**config.mk**
```make
export PLATFORM = sky130hd
export DESIGN_NAME = redmule_zbuf_sched
export DESIGN_NICKNAME = d
export VERILOG_FILES = /design/src/rtl/redmule_zbuf_sched.sv
export SDC_FILE = /design/constraint.sdc
export NUM_CORES = 1
export LEC_CHECK = 0
export CORE_ASPECT_RATIO = 0.5
export CORE_MARGIN = 2
export CORE_UTILIZATION = 35
export CTS_CLUSTER_DIAMETER = 40
export DETAILED_ROUTE_END_ITERATION = 16
export DONT_BUFFER_PORTS = 1
export PLACE_DENSITY = 0.51
export SLEW_MARGIN = 30
export SYNTH_ARGS = -nofsm -noshare
export SYNTH_HDL_FRONTEND = slang
export SYNTH_SLANG_ARGS = --single-unit
```
**constraint.sdc**
```tcl
create_clock -name clk_i -period 1.94 [get_ports clk_i]
set_input_delay 0.194 -clock clk_i [delete_from_list [all_inputs] [get_ports clk_i]]
set_output_delay 0.194 -clock clk_i [all_outputs]
set_load 0.01 [all_outputs]
```
**src/rtl/redmule_zbuf_sched.sv**
```systemverilog
// Z output buffer sequencer: counts engine column fills up to the tile width,
// then drains the buffer row by row to the store streamer over valid/ready.
module redmule_zbuf_sched #(
  parameter  int unsigned Width       = 8,
  parameter  int unsigned Height      = 4,
  parameter  int unsigned NumPipeRegs = 3,
  localparam int unsigned Tile        = (NumPipeRegs + 1) * Height,
  localparam int unsigned RowsW       = $clog2(Width + 1),
  localparam int unsigned ColsW       = $clog2(Tile + 1),
  localparam int unsigned RowIdxW     = $clog2(Width)
) (
  input  logic               clk_i,
  input  logic               rst_ni,
  input  logic               clear_i,
  input  logic               cfg_valid_i,
  input  logic [RowsW-1:0]   cfg_rows_i,
  input  logic [ColsW-1:0]   cfg_cols_i,
  input  logic               fill_i,
  output logic               full_o,
  output logic               empty_o,
  output logic               store_valid_o,
  input  logic               store_ready_i,
  output logic [RowIdxW-1:0] store_row_o,
  output logic [Tile-1:0]    store_strb_o,
  output logic               busy_o,
  output logic               overflow_o
);

  localparam logic [1:0] IDLE  = 2'd0;
  localparam logic [1:0] FILL  = 2'd1;
  localparam logic [1:0] DRAIN = 2'd2;

  localparam logic [RowsW-1:0] RowsMax = RowsW'(Width);
  localparam logic [ColsW-1:0] ColsMax = ColsW'(Tile);

  logic [1:0]         state_q, state_d;
  logic [RowsW-1:0]   rows_q, rows_d;
  logic [ColsW-1:0]   cols_q, cols_d;
  logic [Tile-1:0]    strb_q, strb_d;
  logic [ColsW-1:0]   fill_cnt_q, fill_cnt_d;
  logic [RowIdxW-1:0] row_q, row_d;
  logic               full_q, full_d;
  logic               valid_q, valid_d;
  logic               empty_q, empty_d;
  logic               overflow_q, overflow_d;

  logic               hs, last_row, cfg_accept;
  logic [RowsW-1:0]   rows_new;
  logic [ColsW-1:0]   cols_new;
  logic [Tile-1:0]    strb_new;

  // Zero and out-of-range requests saturate to the physical buffer size, so
  // the row and column counters can never wrap inside a tile.
  assign rows_new = (cfg_rows_i == '0 || cfg_rows_i > RowsMax) ? RowsMax : cfg_rows_i;
  assign cols_new = (cfg_cols_i == '0 || cfg_cols_i > ColsMax) ? ColsMax : cfg_cols_i;

  always_comb begin
    for (int unsigned i = 0; i < Tile; i++) begin
      strb_new[i] = (ColsW'(i) < cols_new);
    end
  end

  assign hs         = valid_q & store_ready_i;
  assign last_row   = (RowsW'(row_q) == rows_q - RowsW'(1));
  assign cfg_accept = cfg_valid_i &
                      ((state_q == IDLE) | ((state_q == DRAIN) & hs & last_row));

  always_comb begin
    // NOTE: every _d gets a default first so no path through the case/if
    // tree leaves it unassigned; that is what keeps this block latch-free.
    state_d    = state_q;
    rows_d     = rows_q;
    cols_d     = cols_q;
    strb_d     = strb_q;
    fill_cnt_d = fill_cnt_q;
    row_d      = row_q;
    full_d     = full_q;
    valid_d    = valid_q;
    empty_d    = 1'b0;
    overflow_d = overflow_q | (fill_i & (state_q != FILL));

    case (state_q)
      IDLE: begin
        if (cfg_accept) begin
          state_d    = FILL;
          fill_cnt_d = '0;
        end
      end
      FILL: begin
        if (fill_i) begin
          if (fill_cnt_q == cols_q - ColsW'(1)) begin
            state_d    = DRAIN;
            fill_cnt_d = '0;
            full_d     = 1'b1;
            valid_d    = 1'b1;
            row_d      = '0;
          end else begin
            fill_cnt_d = fill_cnt_q + ColsW'(1);
          end
        end
      end
      DRAIN: begin
        if (hs) begin
          if (last_row) begin
            state_d    = FILL;
            fill_cnt_d = '0;
            full_d     = 1'b0;
            valid_d    = 1'b0;
            empty_d    = 1'b1;
            row_d      = '0;
          end else begin
            row_d = row_q + RowIdxW'(1);
          end
        end
      end
      default: state_d = IDLE;
    endcase

    // A capture on the last handshake only takes effect for the next tile,
    // because strb/rows/cols of the current tile are no longer needed.
    if (cfg_accept) begin
      rows_d = rows_new;
      cols_d = cols_new;
      strb_d = strb_new;
    end

    if (clear_i) begin
      state_d    = IDLE;
      rows_d     = RowsMax;
      cols_d     = ColsMax;
      strb_d     = '0;
      fill_cnt_d = '0;
      row_d      = '0;
      full_d     = 1'b0;
      valid_d    = 1'b0;
      empty_d    = 1'b0;
      overflow_d = 1'b0;
    end
  end

  // NOTE: state registers use non-blocking assignments only, so every flop
  // samples the pre-edge value of every other flop regardless of block order.
  always_ff @(posedge clk_i or negedge rst_ni) begin
    if (!rst_ni) begin
      state_q    <= IDLE;
      rows_q     <= RowsMax;
      cols_q     <= ColsMax;
      strb_q     <= '0;
      fill_cnt_q <= '0;
      row_q      <= '0;
      full_q     <= 1'b0;
      valid_q    <= 1'b0;
      empty_q    <= 1'b0;
      overflow_q <= 1'b0;
    end else begin
      state_q    <= state_d;
      rows_q     <= rows_d;
      cols_q     <= cols_d;
      strb_q     <= strb_d;
      fill_cnt_q <= fill_cnt_d;
      row_q      <= row_d;
      full_q     <= full_d;
      valid_q    <= valid_d;
      empty_q    <= empty_d;
      overflow_q <= overflow_d;
    end
  end

  assign full_o        = full_q;
  assign empty_o       = empty_q;
  assign store_valid_o = valid_q;
  assign store_row_o   = row_q;
  assign store_strb_o  = strb_q;
  assign busy_o        = (state_q != IDLE);
  assign overflow_o    = overflow_q;

endmodule

```
==> out/qor.yml, run 1 <==
outcome: "complete, but fails checks"
violations: "hold timing, setup timing"
cp.depth: 9
cts_sinks: 38
path_cells: "inv_2 > ha_4 > xnor2_4 > nor3_4 > buf_4 > o2111ai_4 > buf_12 > a21o_1 > a21oi_2"
drive_gt1_frac: 0.348
ctsRootBufferMaster: "clkbuf_16"
via_per_inst: 5.56
die_h_um: 61.8
top_layer_used: "met4"
rsz0062_at_grt: "true"
setup_viol: 14
drc: 0
cpLargestDelayFamily: "compound AO/OA/AOI/OAI gates"
startpoint_type: "flip-flop"
vias: 2120
synth_warnings: 0
regToRegSetupSlack_ps: -60
place_ws_ps: -117
critical_path.max_stage_delay_ps: 390
cts_tree: "done"
cts_buffers: 5
leakagePower_uw: 0.00136
grt_antenna_before_repair: 0
grt_pass1_wl_um: 10500
nets: 316
dp_hpwl_um: 4610
io_buffers: 0
ioPinCount: 39
overflow: 0
ir_worst_vdd_mv: 0.503
syn_area_per_cell_um2: 9.23
multi_input_area_um2: 1550
r2r_cells: 9
synth-seq-cells: 38
drv_cap: 0
coreArea_um2: 6260
area_delta_synth_final_pct: 39.8
gp_congestion: 0.898
cp.arrival_ps: 2210
synthArstFlopShare: 1.00
start_util: 0.373
synth_edf_count: 0
crit_path_top_delay_cell: "dfrtp_1"
synth_area_um2: 2330
drt_iter0_drc: 110
ant_nets: 0
routed_wl_um: 6460
met3_length_um: 331
crit_path_end_kind: "flip-flop"
grtUsageTotal: 0.184
seq_area_frac_synth: 0.408
crit_required_ps: 2150
layout_min_cycle_time_ps: 2000
die-area_um2: 7380
wl_met2_um: 2850
holdPathStages: 1
clkTransAtPathRegs_ps: 60
grt_max_degree: 39
clock_latency_ps: 280
wirelength_met1_um: 3210
timing.critical_path.fanout_max: 7
tns_ps: -414
final-hold-violation-count: 18
num_rows: 20
ys_types: 54
relSlewSlack: 0.712
cts.htree.levels: 2
die_x_um: 120
num-fill-cells: 574
hold-worst-slack_ps: -28.2
grt_pass1_vias: 2093
clock_skew_ps: 4.70
clk_path_buf_depth: 2
setup_slack_ps: -59.6
syn_nets: 277
powerDensity_nw_per_um2: 1120
postSynthCellCount: 253
wl_per_cell_um: 17.0
hold_class: "input pin to flip-flop"
regArea_um2: 955
synthFlopType: "dfrtp_1"
period_share: 1.03
crit_buf_inv: 3
holdBufCountCts: 3
n_antenna_cell: 0
max_freq_ghz: 0.500
path_class: "flip-flop to flip-flop"
maxSlewViolCount: 0
worst_slew_pin_slew_ps: 431
dr.pass1.iters: 4
## worst register-to-register path, stage by stage (launching register included)
cell       delay, ps
dfrtp_1          390
inv_2             70
ha_4             210
xnor2_4          130
nor3_4           210
buf_4            150
o2111ai_4        240
buf_12           220
a21o_1           200
a21oi_2          110
## cell usage after synthesis (all sizes together) (3+ instances only)
| cell type | count | area share |
|---|---|---|
| a211oi | 4 | 0.015 |
| and3 | 4 | 0.011 |
| nor2 | 10 | 0.016 |
| o21ai | 19 | 0.041 |
| clkbuf | 8 | 0.013 |
| inv | 14 | 0.023 |
| o211ai | 4 | 0.013 |
| o22ai | 3 | 0.0080 |
| nor2b | 11 | 0.029 |
| a31oi | 4 | 0.011 |
| nand4b | 4 | 0.015 |
| xor2 | 3 | 0.011 |
| xnor2 | 5 | 0.019 |
| dfrtp | 36 | 0.39 |
| a221o | 4 | 0.017 |
| nand2 | 17 | 0.027 |
| nand2b | 4 | 0.011 |
| nand3 | 14 | 0.030 |
| a311oi | 6 | 0.030 |
| nor3 | 17 | 0.041 |
| ha | 9 | 0.048 |
| buf | 4 | 0.0096 |
| and2 | 3 | 0.0080 |
| a21oi | 14 | 0.030 |
## flip-flops by register name (all words and copies together), names as in the netlist
signal         count
store_strb_o      16
store_row_o        3
fill_cnt_q         5
overflow_o         1
state_q            2
cols_q             5
store_valid_o      1
rows_q             4
empty_o            1
## routing by layer
| metal | vias up | GRT usage |
|---|---|---|
| met5 | - | 0 |
| met4 | 0 | 0.0471 |
| met1 | 1045 | 0.253 |
| li1 | 1023 | - |
| met3 | 7 | 0.0456 |
| met2 | 45 | 0.300 |
## layout by cell type, fill, tap and decap left out, drive strengths merged, types with 2 or more instances in the layout
| cell | count |
|---|---|
| mux2 | 2 |
| nor3 | 17 |
| o211ai | 4 |
| inv | 14 |
| nand4b | 4 |
| dfrtp | 36 |
| a311oi | 6 |
| a31oi | 4 |
| and2 | 3 |
| nand2 | 17 |
| o22ai | 3 |
| nand2b | 4 |
| buf | 42 |
| nor2 | 10 |
| o21ai | 19 |
| o41ai | 2 |
| bufinv | 2 |
| dfstp | 2 |
| a221o | 4 |
| a41oi | 2 |
| a211oi | 4 |
| nor2b | 11 |
| nand3 | 14 |
| clkbuf | 6 |
| ha | 9 |
| mux2i | 2 |
| nand4 | 2 |
| and3 | 4 |
| dlygate4sd3 | 2 |
| nor4 | 2 |
| xor2 | 3 |
| xnor2 | 5 |
| a21oi | 14 |
## final timing paths
check | startpoint | endpoint
worst max-delay path | rows_q[0]$_DFFE_PN0P_ | store_strb_o[15]$_DFFE_PN0P_
worst min-delay path | clear_i | cols_q[0]$_DFFE_PN0P_
worst max register to register | rows_q[0]$_DFFE_PN0P_ | store_strb_o[15]$_DFFE_PN0P_
worst min register to register | cols_q[4]$_DFFE_PN1P_ | cols_q[4]$_DFFE_PN1P_
max in group asynchronous | rst_ni | cols_q[4]$_DFFE_PN1P_
min in group asynchronous | rst_ni | store_strb_o[10]$_DFFE_PN0P_
## area by class of cell
cell class              instances  share of cell area
clock buffers                   6              0.0426
well taps                      88              0.0337
inverters                      14              0.0161
repair buffers                 44               0.123
multi-input cells             189               0.474
clock inverters                 2              0.0184
flip-flops and latches         38               0.293
## metrics by stage
stage	std cells	util	total power (uW)	hold WS [ps]	instance area [um^2]
finish	381	0.522	3650	-28.2	3260
floorplan	253	-	1900	-102	2410
CTS	382	0.502	3550	-32.2	3140
detailed placement	366	0.441	2330	-101	2760
global placement	366	0.441	2300	-101	2760
global route	381	0.522	3870	-40.3	3260
## logic make-up after synthesis
logic type,Yosys count,share of synthesized area
AO/OA/AOI/OAI,72,0.222
XOR/XNOR,8,0.0300
adder cells (fa/ha/maj),9,0.0482
buffers and inverters,26,0.0450
flip-flops,38,0.408
multiplexers,4,0.0182
AND/OR/NAND/NOR,96,0.228
## repair_timing
action,CTS,global route
resized for setup,18,35
pin swaps,9,17
endpoints found under the hold margin,58,19
gates cloned,1,0
setup buffers,4,0
setup endpoints to repair,23,36
## power breakdown
part	leakage, uW	total [uW]	switching, uW	internal [uW]
Clock	0.0000971	1100	331	772
Combinational	0.000753	1430	765	664
Sequential	0.000506	1120	169	950
No activity file was read; power rests on OpenSTA's default activity.
==> run 2: changes to the inputs <==
--- a/config.mk
+++ b/config.mk
@@ -7,11 +7,11 @@
 export LEC_CHECK = 0
 export CORE_ASPECT_RATIO = 0.5
 export CORE_MARGIN = 2
-export CORE_UTILIZATION = 35
+export CORE_UTILIZATION = 25
 export CTS_CLUSTER_DIAMETER = 40
 export DETAILED_ROUTE_END_ITERATION = 16
 export DONT_BUFFER_PORTS = 1
-export PLACE_DENSITY = 0.51
+export PLACE_DENSITY = 0.4
 export SLEW_MARGIN = 30
 export SYNTH_ARGS = -nofsm -noshare
 export SYNTH_HDL_FRONTEND = slang
==> run 2 against run 1 <==
Against the previous run: the flow finishes with violations (setup timing); global-route usage shrank 4.7 points; first-iteration DRC count is 33% lower; final area shrank 2.0%; count of clock-buffer cells in the layout stayed put; non-clock buffer count increased by 3; clock skew increased by 2.6 ps; combinational power shrank 3%; final cell count up 8.4%; critical endpoint is now fill_cnt_q[2]$_DFFE_PN0P_; largest power group unchanged.
==> out/qor.yml, run 2 (synthesis gave the netlist of run 1 again) <==
cts.htree.levels: 2  # unchanged
grt_max_degree: 39  # unchanged
grt_antenna_before_repair: 0  # unchanged
hold_class: "input pin to flip-flop"
crit_required_ps: 2110  # -40 ps
cts_tree: "done"
r2r_cells: 10  # +1
place_ws_ps: -181  # -63.9 ps
gp_congestion: 0.840  # -6.5%
cpLargestDelayFamily: "compound AO/OA/AOI/OAI gates"
path_cells: "inv_1 > ha_2 > xor2_2 > buf_4 > nor3_4 > buf_4 > o211ai_1 > a211oi_2 > buf_4 > a221o_1"
overflow: 0  # unchanged
grtUsageTotal: 0.137  # -0.0471
hold_start: "clear_i"
max_freq_ghz: 0.483  # -3.5%
setup_viol: 30  # +16
clock_latency_ps: 280  # about the same
holdPathStages: 1  # unchanged
worst_slew_pin_slew_ps: 1080  # +651 ps
n_antenna_cell: 0  # unchanged
ant_nets: 0  # unchanged
period_share: 1.07  # +0.0369
crit_path_end_kind: "flip-flop"
critical_path.max_stage_delay_ps: 380  # about the same
cts_sinks: 38  # unchanged
relSlewSlack: 0.276  # -0.436
start_util: 0.263  # -0.111
maxSlewViolCount: 0  # unchanged
final-hold-violation-count: 0  # -18
outcome: "complete, but fails checks"
num_rows: 24  # +20%
area_delta_synth_final_pct: 37.0
hold-worst-slack_ps: 14.9  # +43.2 ps
timing.critical_path.fanout_max: 5  # -2
wl_per_cell_um: 16.4  # -3.3%
ctsRootBufferMaster: "clkbuf_16"
dp_hpwl_um: 4880  # +5.9%
die-area_um2: 10200  # +38%
drt_iter0_drc: 74  # -33%
vias: 2068  # -2.5%
violations: "setup timing"
coreArea_um2: 8890  # +42%
path_class: "flip-flop to flip-flop"
regToRegSetupSlack_ps: -130  # -70 ps
crit_path_top_delay_cell: "dfrtp_1"
nets: 319  # +0.95%
layout_min_cycle_time_ps: 2070  # +71.6 ps
powerDensity_nw_per_um2: 1050  # -5.9%
routed_wl_um: 6770  # +4.8%
die_h_um: 72.3  # +17%
via_per_inst: 5.01  # -10%
clk_path_buf_depth: 2  # unchanged
startpoint_type: "flip-flop"
drive_gt1_frac: 0.331  # -0.0170
cp.arrival_ps: 2240  # +30 ps
reg2reg_from: "rows_q[0]$_DFFE_PN0P_"
drc: 0  # unchanged
crit_buf_inv: 4  # +1
ioPinCount: 39  # unchanged
clock_skew_ps: 7.27  # +2.57 ps
io_buffers: 0  # unchanged
clkTransAtPathRegs_ps: 60  # about the same
setup_slack_ps: -131  # -71.6 ps
drv_cap: 0  # unchanged
grt_pass1_wl_um: 10800  # +3.5%
cts_buffers: 5  # unchanged
dr.pass1.iters: 4  # unchanged
leakagePower_uw: 0.00134  # -1.5%
crit_path_frequent_cell: "buf_4"
largest_reg_flops: 16  # unchanged
rsz0062_at_grt: "true"
timing.rr.end: "fill_cnt_q[2]$_DFFE_PN0P_"
num-fill-cells: 901  # +57%
mostFrequentLayoutCells: "36 x buf_4, 35 x dfrtp_1, 16 x nand2_1"
grt_pass1_vias: 2028  # -3.1%
worst_hold_path.endpoint: "store_strb_o[10]$_DFFE_PN0P_"
layout_commonest_cell: "buf_4"
ir_worst_vdd_mv: 0.421  # -16%
die_x_um: 141  # +18%
-- run 2: how the worst max path moves through the flow --
stage / startpoint / cells past startpoint / slack [ps] / end
2_1_floorplan: cols_q[0]$_DFFE_PN0P_ / 7 / -100 / state_q[0]$_DFFE_PN0P_
3_3_place_gp: rows_q[1]$_DFFE_PN0P_ / 8 / -70 / fill_cnt_q[3]$_DFFE_PN0P_
3_5_place_dp: rows_q[1]$_DFFE_PN0P_ / 8 / -180 / fill_cnt_q[0]$_DFFE_PN0P_
4_1_cts: rows_q[0]$_DFFE_PN0P_ / 9 / -100 / fill_cnt_q[0]$_DFFE_PN0P_
5_1_grt: rows_q[1]$_DFFE_PN0P_ / 10 / -220 / fill_cnt_q[2]$_DFFE_PN0P_
6_report: rows_q[0]$_DFFE_PN0P_ / 10 / -130 / fill_cnt_q[2]$_DFFE_PN0P_
-- run 2: layer usage --
metal / wire length [um] / track usage / vias up
met1: 3340 / 0.188 / 1005
met4: 95 / 0.0433 / 0
li1: - / - / 1027
met5: 0 / 0 / -
met2: 3020 / 0.209 / 25
met3: 316 / 0.0409 / 11
-- run 2: through the flow --
step	cells	utilization	TNS, ps	area, um^2	total power, uW
after floorplan	253	-	-99.0	2410	1900
after global placement	397	0.315	-360	2800	2330
after detailed placement	397	0.315	-1340	2800	2350
after CTS	412	0.346	-699	3080	3310
after global routing	413	0.360	-5170	3200	3580
final	413	0.360	-1150	3200	3370
-- run 2: cell type report --
| cell class | count | area [um^2] | share of cell area |
|---|---|---|---|
| multi-input combinational | 189 | 1480 | 0.464 |
| sequential | 38 | 955 | 0.299 |
| timing repair buffer | 47 | 409 | 0.128 |
| tap | 117 | 146 | 0.0458 |
| clock buffer | 6 | 139 | 0.0434 |
| inverter | 14 | 52.6 | 0.0164 |
| clock inverter | 2 | 12.5 | 0.00391 |
-- run 2: repair_timing --
action / 4_1_cts / 5_1_grt
pin swaps: 10 / 11
hold buffers: 3 / 0
resized for setup: 17 / 27
hold endpoints to repair: 58 / 0
setup endpoints to repair: 20 / 36
buffers inserted: 6 / 2
-- run 2: worst register-to-register path: cells and delay by family, from the launching register on --
| family | cells | cell delay [ps] |
|---|---|---|
| flip-flops | 1 | 380 |
| AND/OR/NAND/NOR | 1 | 40 |
| adder cells (fa/ha/maj) | 1 | 180 |
| buffers and inverters | 4 | 510 |
| AO/OA/AOI/OAI | 3 | 680 |
| XOR/XNOR | 1 | 170 |
-- run 2: where the power goes --
group | leakage (uW) | internal (uW) | total [uW] | switching [uW]
clock | 0.0000729 | 510 | 854 | 345
combinational | 0.000757 | 643 | 1390 | 752
sequential | 0.000506 | 950 | 1120 | 168
